$ cat src/rtl/msrv32_fetch_buffer_if.sv
// Instruction-memory request/response bus between the fetch buffer (master) and imem (slave).
interface msrv32_fetch_buffer_if;
    logic        imem_req_out;
    logic [31:0] imem_addr_out;
    logic        imem_gnt_in;
    logic        imem_rvalid_in;
    logic [31:0] imem_rdata_in;

    modport master (
        output imem_req_out, imem_addr_out,
        input  imem_gnt_in, imem_rvalid_in, imem_rdata_in
    );

    modport slave (
        input  imem_req_out, imem_addr_out,
        output imem_gnt_in, imem_rvalid_in, imem_rdata_in
    );
endinterface

$ cat src/rtl/msrv32_fetch_buffer.sv
// Fetch stage: owns the fetch PC, issues imem word requests, buffers returned words in a
// small FIFO and squashes responses that were in flight across a branch/trap redirect.
module msrv32_fetch_buffer #(
    parameter logic [31:0] RESET_PC  = 32'h0000_0000,
    parameter int          DEPTH     = 2,
    parameter logic [31:0] NOP_INSTR = 32'h0000_0013
) (
    input  logic                  ms_riscv32_mp_clk_in,
    input  logic                  ms_riscv32_mp_rst_in,
    msrv32_fetch_buffer_if.master imem,
    input  logic                  redirect_in,
    input  logic [31:0]           redirect_pc_in,
    input  logic                  stall_in,
    output logic [31:0]           ms_risc32_mp_instr_out,
    output logic [31:0]           pc_out,
    output logic                  instr_valid_out,
    output logic                  flush_out
);
    localparam int AW = (DEPTH > 1) ? $clog2(DEPTH) : 1;
    localparam int CW = $clog2(DEPTH) + 1;

    logic [31:0]   fetch_pc;
    logic [31:0]   resp_pc;
    logic [CW-1:0] outstanding;
    logic [CW-1:0] discard;
    logic [CW-1:0] count;
    logic [AW-1:0] rd_ptr;
    logic [AW-1:0] wr_ptr;
    logic          flush_q;
    logic [31:0]   fifo_data [DEPTH];
    logic [31:0]   fifo_pc   [DEPTH];

    logic [CW:0]   in_use;
    logic          fire;
    logic          rsp;
    logic          push;
    logic          pop;
    logic [31:0]   target_pc;

    // Squashed words still count as outstanding, so the cap also covers them.
    assign in_use    = {1'b0, outstanding} + {1'b0, count};
    assign imem.imem_req_out  = ms_riscv32_mp_rst_in && !redirect_in && (in_use < (CW+1)'(DEPTH));
    assign imem.imem_addr_out = fetch_pc;

    assign fire      = imem.imem_req_out && imem.imem_gnt_in;
    assign rsp       = imem.imem_rvalid_in && (outstanding != '0);
    assign push      = rsp && (discard == '0) && !redirect_in;
    assign pop       = instr_valid_out && !stall_in;
    assign target_pc = {redirect_pc_in[31:2], 2'b00};

    assign instr_valid_out        = (count != '0);
    assign ms_risc32_mp_instr_out = instr_valid_out ? fifo_data[rd_ptr] : NOP_INSTR;
    assign pc_out                 = instr_valid_out ? fifo_pc[rd_ptr] : resp_pc;
    assign flush_out              = flush_q;

    always_ff @(posedge ms_riscv32_mp_clk_in) begin
        if (!ms_riscv32_mp_rst_in) begin
            fetch_pc    <= RESET_PC;
            resp_pc     <= RESET_PC;
            outstanding <= '0;
            discard     <= '0;
            count       <= '0;
            rd_ptr      <= '0;
            wr_ptr      <= '0;
            flush_q     <= 1'b0;
        end else begin
            outstanding <= outstanding + CW'(fire) - CW'(rsp);
            flush_q     <= redirect_in;
            if (redirect_in) begin
                // Everything still in flight after this edge must be dropped on return.
                fetch_pc <= target_pc;
                resp_pc  <= target_pc;
                discard  <= outstanding - CW'(rsp);
                count    <= '0;
                rd_ptr   <= '0;
                wr_ptr   <= '0;
            end else begin
                if (fire)
                    fetch_pc <= fetch_pc + 32'd4;
                if (rsp && (discard != '0))
                    discard <= discard - CW'(1);
                if (push) begin
                    wr_ptr  <= wr_ptr + AW'(1);
                    resp_pc <= resp_pc + 32'd4;
                end
                if (pop)
                    rd_ptr <= rd_ptr + AW'(1);
                count <= count + CW'(push) - CW'(pop);
            end
        end
    end

    always_ff @(posedge ms_riscv32_mp_clk_in) begin
        if (push) begin
            fifo_data[wr_ptr] <= imem.imem_rdata_in;
            fifo_pc[wr_ptr]   <= resp_pc;
        end
    end
endmodule

$ cat src/flat_wrapper.sv
// flat-port wrapper written by rule: the top's interface ports become plain ports
module msrv32_fetch_buffer_flat 
#(
    parameter logic [31:0] RESET_PC  = 32'h0000_0000,
    parameter int          DEPTH     = 2,
    parameter logic [31:0] NOP_INSTR = 32'h0000_0013
)
  (ms_riscv32_mp_clk_in, ms_riscv32_mp_rst_in, redirect_in, redirect_pc_in, stall_in, ms_risc32_mp_instr_out, pc_out, instr_valid_out, flush_out, imem_imem_req_out, imem_imem_addr_out, imem_imem_gnt_in, imem_imem_rvalid_in, imem_imem_rdata_in);
  msrv32_fetch_buffer_if imem_i ();
  input  logic ms_riscv32_mp_clk_in;
  input  logic ms_riscv32_mp_rst_in;
  input  logic redirect_in;
  input  logic [31:0] redirect_pc_in;
  input  logic stall_in;
  output logic [31:0] ms_risc32_mp_instr_out;
  output logic [31:0] pc_out;
  output logic instr_valid_out;
  output logic flush_out;
  output wire logic [$bits(imem_i.imem_req_out)-1:0] imem_imem_req_out;
  output wire logic [$bits(imem_i.imem_addr_out)-1:0] imem_imem_addr_out;
  input wire logic [$bits(imem_i.imem_gnt_in)-1:0] imem_imem_gnt_in;
  input wire logic [$bits(imem_i.imem_rvalid_in)-1:0] imem_imem_rvalid_in;
  input wire logic [$bits(imem_i.imem_rdata_in)-1:0] imem_imem_rdata_in;
  assign imem_imem_req_out = imem_i.imem_req_out;
  assign imem_imem_addr_out = imem_i.imem_addr_out;
  assign imem_i.imem_gnt_in = imem_imem_gnt_in;
  assign imem_i.imem_rvalid_in = imem_imem_rvalid_in;
  assign imem_i.imem_rdata_in = imem_imem_rdata_in;
  msrv32_fetch_buffer #(.RESET_PC(RESET_PC), .DEPTH(DEPTH), .NOP_INSTR(NOP_INSTR)) u_core (.ms_riscv32_mp_clk_in(ms_riscv32_mp_clk_in), .ms_riscv32_mp_rst_in(ms_riscv32_mp_rst_in), .imem(imem_i), .redirect_in(redirect_in), .redirect_pc_in(redirect_pc_in), .stall_in(stall_in), .ms_risc32_mp_instr_out(ms_risc32_mp_instr_out), .pc_out(pc_out), .instr_valid_out(instr_valid_out), .flush_out(flush_out));
endmodule
$ cat config.mk
export PLATFORM = sky130hd
export DESIGN_NAME = msrv32_fetch_buffer_flat
export DESIGN_NICKNAME = d
export VERILOG_FILES = /design/src/rtl/msrv32_fetch_buffer_if.sv /design/src/rtl/msrv32_fetch_buffer.sv /design/src/flat_wrapper.sv
export SDC_FILE = /design/constraint.sdc
export NUM_CORES = 1
export LEC_CHECK = 0
export CAP_MARGIN = 20
export CORE_ASPECT_RATIO = 1.2
export CORE_MARGIN = 4
export CORE_UTILIZATION = 47
export DETAILED_ROUTE_END_ITERATION = 6
export PLACE_DENSITY_LB_ADDON = 0.25
export SYNTH_ARGS = -nofsm -noshare
export SYNTH_HDL_FRONTEND = slang
export SYNTH_SLANG_ARGS = --single-unit
$ cat constraint.sdc
create_clock -name ms_riscv32_mp_clk_in -period 7.3 [get_ports ms_riscv32_mp_clk_in]
set_input_delay 1.46 -clock ms_riscv32_mp_clk_in [delete_from_list [all_inputs] [get_ports ms_riscv32_mp_clk_in]]
set_output_delay 1.46 -clock ms_riscv32_mp_clk_in [all_outputs]
set_load 0.03 [all_outputs]
# ---- After elaboration in Yosys (flattened, before gate mapping)
# Memories as Yosys holds them, arrays and structs flattened. A register that Yosys moved wholly into a read port is not among the register bits.
# Cells that the tools add are included.
dict set report classes {
  addsub 11
  n_lt_le_gt_ge 1
  n_mux 14
  bitwise_logic 1
  reduce_logical 18
}
# op n
set op_table {}
lappend op_table {{32-bit 2-to-1 mux} 6}
lappend op_table {{32-bit by 3-bit adder with 32-bit output (second input constant)} 2}
lappend op_table {{2-bit nonzero test} 6}
lappend op_table {{1-bit logical AND} 8}
lappend op_table {{1-bit 2-to-1 mux} 6}
lappend op_table {{2-bit by 1-bit subtractor with 2-bit output} 3}
lappend op_table {{2-bit by 1-bit adder with 2-bit output} 2}
lappend op_table {{2-bit 2-to-1 mux} 2}
lappend op_table {{2-bit by 2-bit adder with 3-bit output} 1}
lappend op_table {{3-bit by 2-bit < comparator with 1-bit output (second input constant)} 1}
lappend op_table {{1-bit adder (second input constant)} 2}
lappend op_table {{1-bit zero test} 2}
lappend op_table {{2-bit zero test} 1}
lappend op_table {{2-bit OR reduction} 1}
lappend op_table {{2-bit by 1-bit subtractor with 2-bit output (second input constant)} 1}
lappend op_table {{1-bit inverter} 1}
dict set report totals {
  register_bits 73
  ramBits 128
  inputBits 70
  out_inout_bits 99
  elab_cells 57
  mem_count 2
}
# memory depth word_bits rd rd_clocked_by_memory_dff wr line
set memory_table {}
lappend memory_table {u_core.fifo_data 2 32 1 1 1 msrv32_fetch_buffer.sv:30} ;# logic [31:0] fifo_data [DEPTH];
lappend memory_table {u_core.fifo_pc 2 32 1 1 1 msrv32_fetch_buffer.sv:31} ;# logic [31:0] fifo_pc [DEPTH];

# ---- Depth between registers and ports, before layout
dict set report logic_depth {
  ltp_word 6
  ltp_mapped 9
  depth_no_buf 9
}

# ---- Least setup slack after synthesis
# No wires, ideal clock.
dict set report synth_path {
  path_type {input -> register}
  from {in redirect_in}
  to {mem u_core.fifo_data[0][0] (enable)}
  setup_ns 0.558
  t_arrival_ns 6.336
  required_time_ns 6.742
  slack_ns 0.406
  cell_stages 4
  path_buffers 3
  path_cell_list {clkbuf_1 clkbuf_1 clkbuf_1 nor3_1}
}
dict set report synth_between {
  elab_chain_cells 4
}
# element line
set synth_rtl {}
lappend synth_rtl {{from (decl)} flat_wrapper.sv:12} ;# input logic redirect_in;
lappend synth_rtl {{1-bit zero test} msrv32_fetch_buffer.sv:47} ;# assign push = rsp && (discard == '0) && !redirect_in;
lappend synth_rtl {{1-bit logical AND} msrv32_fetch_buffer.sv:47}
lappend synth_rtl {{1-bit 2-to-1 mux} msrv32_fetch_buffer.sv:94} ;# if (push) begin
lappend synth_rtl {{1-bit 2-to-1 mux (implied by the code)} msrv32_fetch_buffer.sv:95} ;# fifo_data[wr_ptr] <= imem.imem_rdata_in;
lappend synth_rtl {{to (decl)} msrv32_fetch_buffer.sv:30}
# Every way passes these cells.

# ---- Worst setup path in the final report
dict set report layout_path {
  from {in ms_riscv32_mp_rst_in}
  to {out imem_imem_req_out}
}
dict set report layout_between {
  elab_chain_cells 2
}
# element line
set layout_rtl {}
lappend layout_rtl {{from (decl)} flat_wrapper.sv:11} ;# input logic ms_riscv32_mp_rst_in;
lappend layout_rtl {{1-bit logical AND (2 in a row)} msrv32_fetch_buffer.sv:42} ;# assign imem.imem_req_out = ms_riscv32_mp_rst_in && !redirect_in && (in_use < (CW+1)'(DEPTH));
lappend layout_rtl {{to (decl)} flat_wrapper.sv:19} ;# output wire logic [$bits(imem_i.imem_req_out)-1:0] imem_imem_req_out;
# Every way passes these cells.

==> impl_metrics.py <==
metrics = {
    "status": {
        "run_status": "finished clean",
    },
    "timing": {
        "slew_headroom": 0.268,
        "fin_crit_sh": 0.701,
        "skew_ns": 0.00744,
        "period_needed_ns": 5.12,
        "finalSetupViolations": 0,
        "fmax_ghz": 0.195,
        "tightest_slew_ns": 1.10,
        "hold_violations": 0,
        "setup_tns_ns": 0,
        "rsz0062_at_grt": "no",
        "drv_slew": 0,
        "setup_ws_ns": 2.18,
    },
    "finish": {
        "fin_area_sq_um": 11300,
        "drive_gt1_frac": 0.0544,
        "syn_to_final_growth_pct": 26.5,
        "fin_nets": 1021,
        "fillers": 1538,
        "multi_input_area_sq_um": 3510,
        "diodes": 0,
        "seqCellArea_sq_um": 5130,
        "stdcell_count": 1208,
    },
    "clocking": {
        "clock-sinks": 194,
        "cts_tree": "done",
        "hold_buffers": 0,
        "cts-root-buf": "clkbuf_16",
        "cts_resized": 0,
        "clk_pin_slew_ns": 0.07,
        "clk_latency_ns": 0.42,
        "clockBufferDepth": 2,
        "post_cts_buffers": 0,
        "cts_buffers": 17,
        "h-tree-depth": 4,
    },
    "logic_synthesis": {
        "synth.cell_area_sq_um": 8900,
        "yosysTopAreaCellShare": 0.418,
        "muxShareOfSynthArea": 0.0708,
        "synth-edff-count": 124,
        "synth_xor_area_frac": 0.0207,
        "synthSimpleGateAreaFrac": 0.172,
        "seq_area_frac_synth": 0.576,
        "async_reset_ff_frac": 0,
        "synth_top_family_by_area": "simple AND/OR/NAND/NOR gates",
        "synth_seq_cells": 194,
        "synthAdderAreaFrac": 0.0121,
        "synth_compound_area_frac": 0.116,
        "synth_area_leader_cell": "edfxtp_1",
        "yosysWarnings": 0,
        "syn_inst": 805,
        "synth_top_cells_by_area": "edfxtp_1 42%, dfxtp_1 16%, mux2i_1 7.1%, o21ai_0 3.6%, nand2_1 3.0%",
        "ys.flop_type": "edfxtp_1",
        "synth.distinct_cells": 56,
        "syn_avg_cell_area_sq_um": 11.1,
    },
    "route": {
        "wl_met1_um": 9540,
        "drc": 0,
        "antenna_left": 0,
        "vias": 6885,
        "wl_met2_um": 10100,
        "wl_met3_um": 1350,
        "routed_wirelength_um": 21600,
        "viasPerCell": 5.70,
        "wl_per_cell_um": 17.8,
        "dr.max_layer_used": "met4",
        "first_pass_iters": 5,
        "drt_iter0_drc": 431,
    },
    "die": {
        "die_height_um": 159,
        "core_sq_um": 18400,
        "initial_core_util": 0.484,
        "io_pins": 169,
        "die_x_um": 134,
        "die-area_sq_um": 21200,
        "row_count": 54,
    },
    "grt": {
        "antenna_found_initial": 0,
        "grt_pass1_wl_um": 34100,
        "grt_pass1_vias": 6588,
        "grt_overflow": 0,
        "grt_max_degree": 92,
        "track_usage": 0.197,
    },
    "placed_design": {
        "gp_congestion": 0.839,
        "io_buffers": 162,
        "place_inst": 1176,
        "place_area_sq_um": 10700,
        "place_ws_ns": 2.20,
        "dpl.hpwl_um": 14500,
    },
    "min_path": {
        "hold_depth": 2,
        "hp-class": "flop to flop",
        "min_from": "u_core.rd_ptr$_SDFFE_PP0P_",
    },
    "setup_path": {
        "rr_worst_depth": 10,
        "start_kind": "input port",
        "r2r_slack_ns": 4.10,
        "r2r_start": "u_core.outstanding[0]$_SDFF_PN0_",
        "arrival_ns": 3.66,
        "critPathKind": "input port to primary output",
        "r2r-end": "u_core.outstanding[1]$_SDFF_PN0_",
        "crit_path_max_fanout": 39,
        "required_ns": 5.84,
        "end_kind": "primary output",
    },
    "job": {
        "maxCapViolations": 0,
    },
    "pwr": {
        "p_per_area_nw_per_um2": 227,
        "leakage_nw": 3.65,
        "irDropWorstVdd_mv": 0.168,
    },
}
==> power by group <==
group	internal, mW	switching (mW)	leakage, nW
clock network	0.480	0.418	0.277
registers	1.22	0.0566	1.71
logic	0.156	0.223	1.67
total	1.86	0.698	3.65
==> how the worst max path moves through the flow <==
stage	from	to	slack [ns]
2_1_floorplan	redirect_in	u_core.fifo_data[0][0]$_DFFE_PP_	0.41
3_3_place_gp	ms_riscv32_mp_rst_in	imem_imem_req_out	2.18
3_5_place_dp	ms_riscv32_mp_rst_in	imem_imem_req_out	2.20
4_1_cts	ms_riscv32_mp_rst_in	imem_imem_req_out	2.17
5_1_grt	ms_riscv32_mp_rst_in	imem_imem_req_out	2.11
6_report	ms_riscv32_mp_rst_in	imem_imem_req_out	2.18
==> worst max-delay path: stages <==
cell	delay (ns)
clkdlybuf4s50_1	0.46
buf_4	0.34
nand2b_1	0.35
nor3_1	0.31
clkdlybuf4s50_1	0.73
==> routing by layer <==
metal / track usage / vias up
li1: - / 3328
met1: 0.265 / 3267
met2: 0.311 / 254
met3: 0.0443 / 36
met4: 0.0767 / 0
met5: 0 / -
==> stage by stage <==
step / hold slack, ns / utilization / total power, mW
after global placement: 0.497 / 0.581 / 1.68
after CTS: 0.527 / 0.613 / 2.58
after floorplan: 0.424 / - / 1.52
after global routing: 0.561 / 0.613 / 2.66
after detailed placement: 0.511 / 0.581 / 1.68
final: 0.529 / 0.613 / 2.56
==> sequential cells by signal, summed over array words and instances, names as in the netlist, named ones only <==
| register | flops |
|---|---|
| u_core.fifo_pc | 60 |
| u_core.rd_ptr | 1 |
| u_core.wr_ptr | 1 |
| u_core.imem.imem_addr_out | 30 |
| u_core.fifo_data | 64 |
| u_core.count | 2 |
| u_core.resp_pc | 30 |
| u_core.flush_out | 1 |
| u_core.discard | 2 |
| u_core.outstanding | 2 |
==> cells by family after synthesis <==
group                    Yosys count
AO/OA/AOI/OAI                    161
other                              1
adder cells (fa/ha/maj)            8
buffers and inverters             68
XOR/XNOR                          21
AND/OR/NAND/NOR                  289
flip-flops                       194
multiplexers                      63
==> cell usage after synthesis (10+ instances only) <==
cell / n
nor4_1: 11
and4_1: 19
nor3_1: 25
dfxtp_1: 70
mux2i_1: 63
xnor2_1: 12
clkbuf_1: 39
edfxtp_1: 124
nand4_1: 21
or4_1: 14
a21oi_1: 20
and2_1: 10
a31oi_1: 17
nand3_1: 21
o21ai_0: 64
nor2_1: 54
nand2_1: 72
a311oi_1: 10
inv_1: 15
and3_1: 13
==> layout by cell type, fill, tap and decap left out, types with 12 or more instances in the layout <==
cell type	netlist	layout
nor2_1	54	53
nand4_1	21	21
edfxtp_1	124	124
inv_1	15	14
nand3_1	21	21
clkbuf_16	0	17
nand2_1	72	72
o21ai_0	64	64
dfxtp_1	70	69
nor3_1	25	24
a21oi_1	20	20
mux2i_1	63	63
and3_1	13	12
clkdlybuf4s50_1	0	161
or4_1	14	14
a31oi_1	17	17
and4_1	19	19
xnor2_1	12	12
==> cell type report <==
class                   instances  area share
inverters                      15     0.00500
well taps                     252      0.0280
flip-flops and latches        194       0.456
multi-input cells             546       0.312
clock buffers                  17      0.0378
repair buffers                169       0.148
clock inverters                15      0.0132
Note: power is estimated with default switching activity, not from simulation.
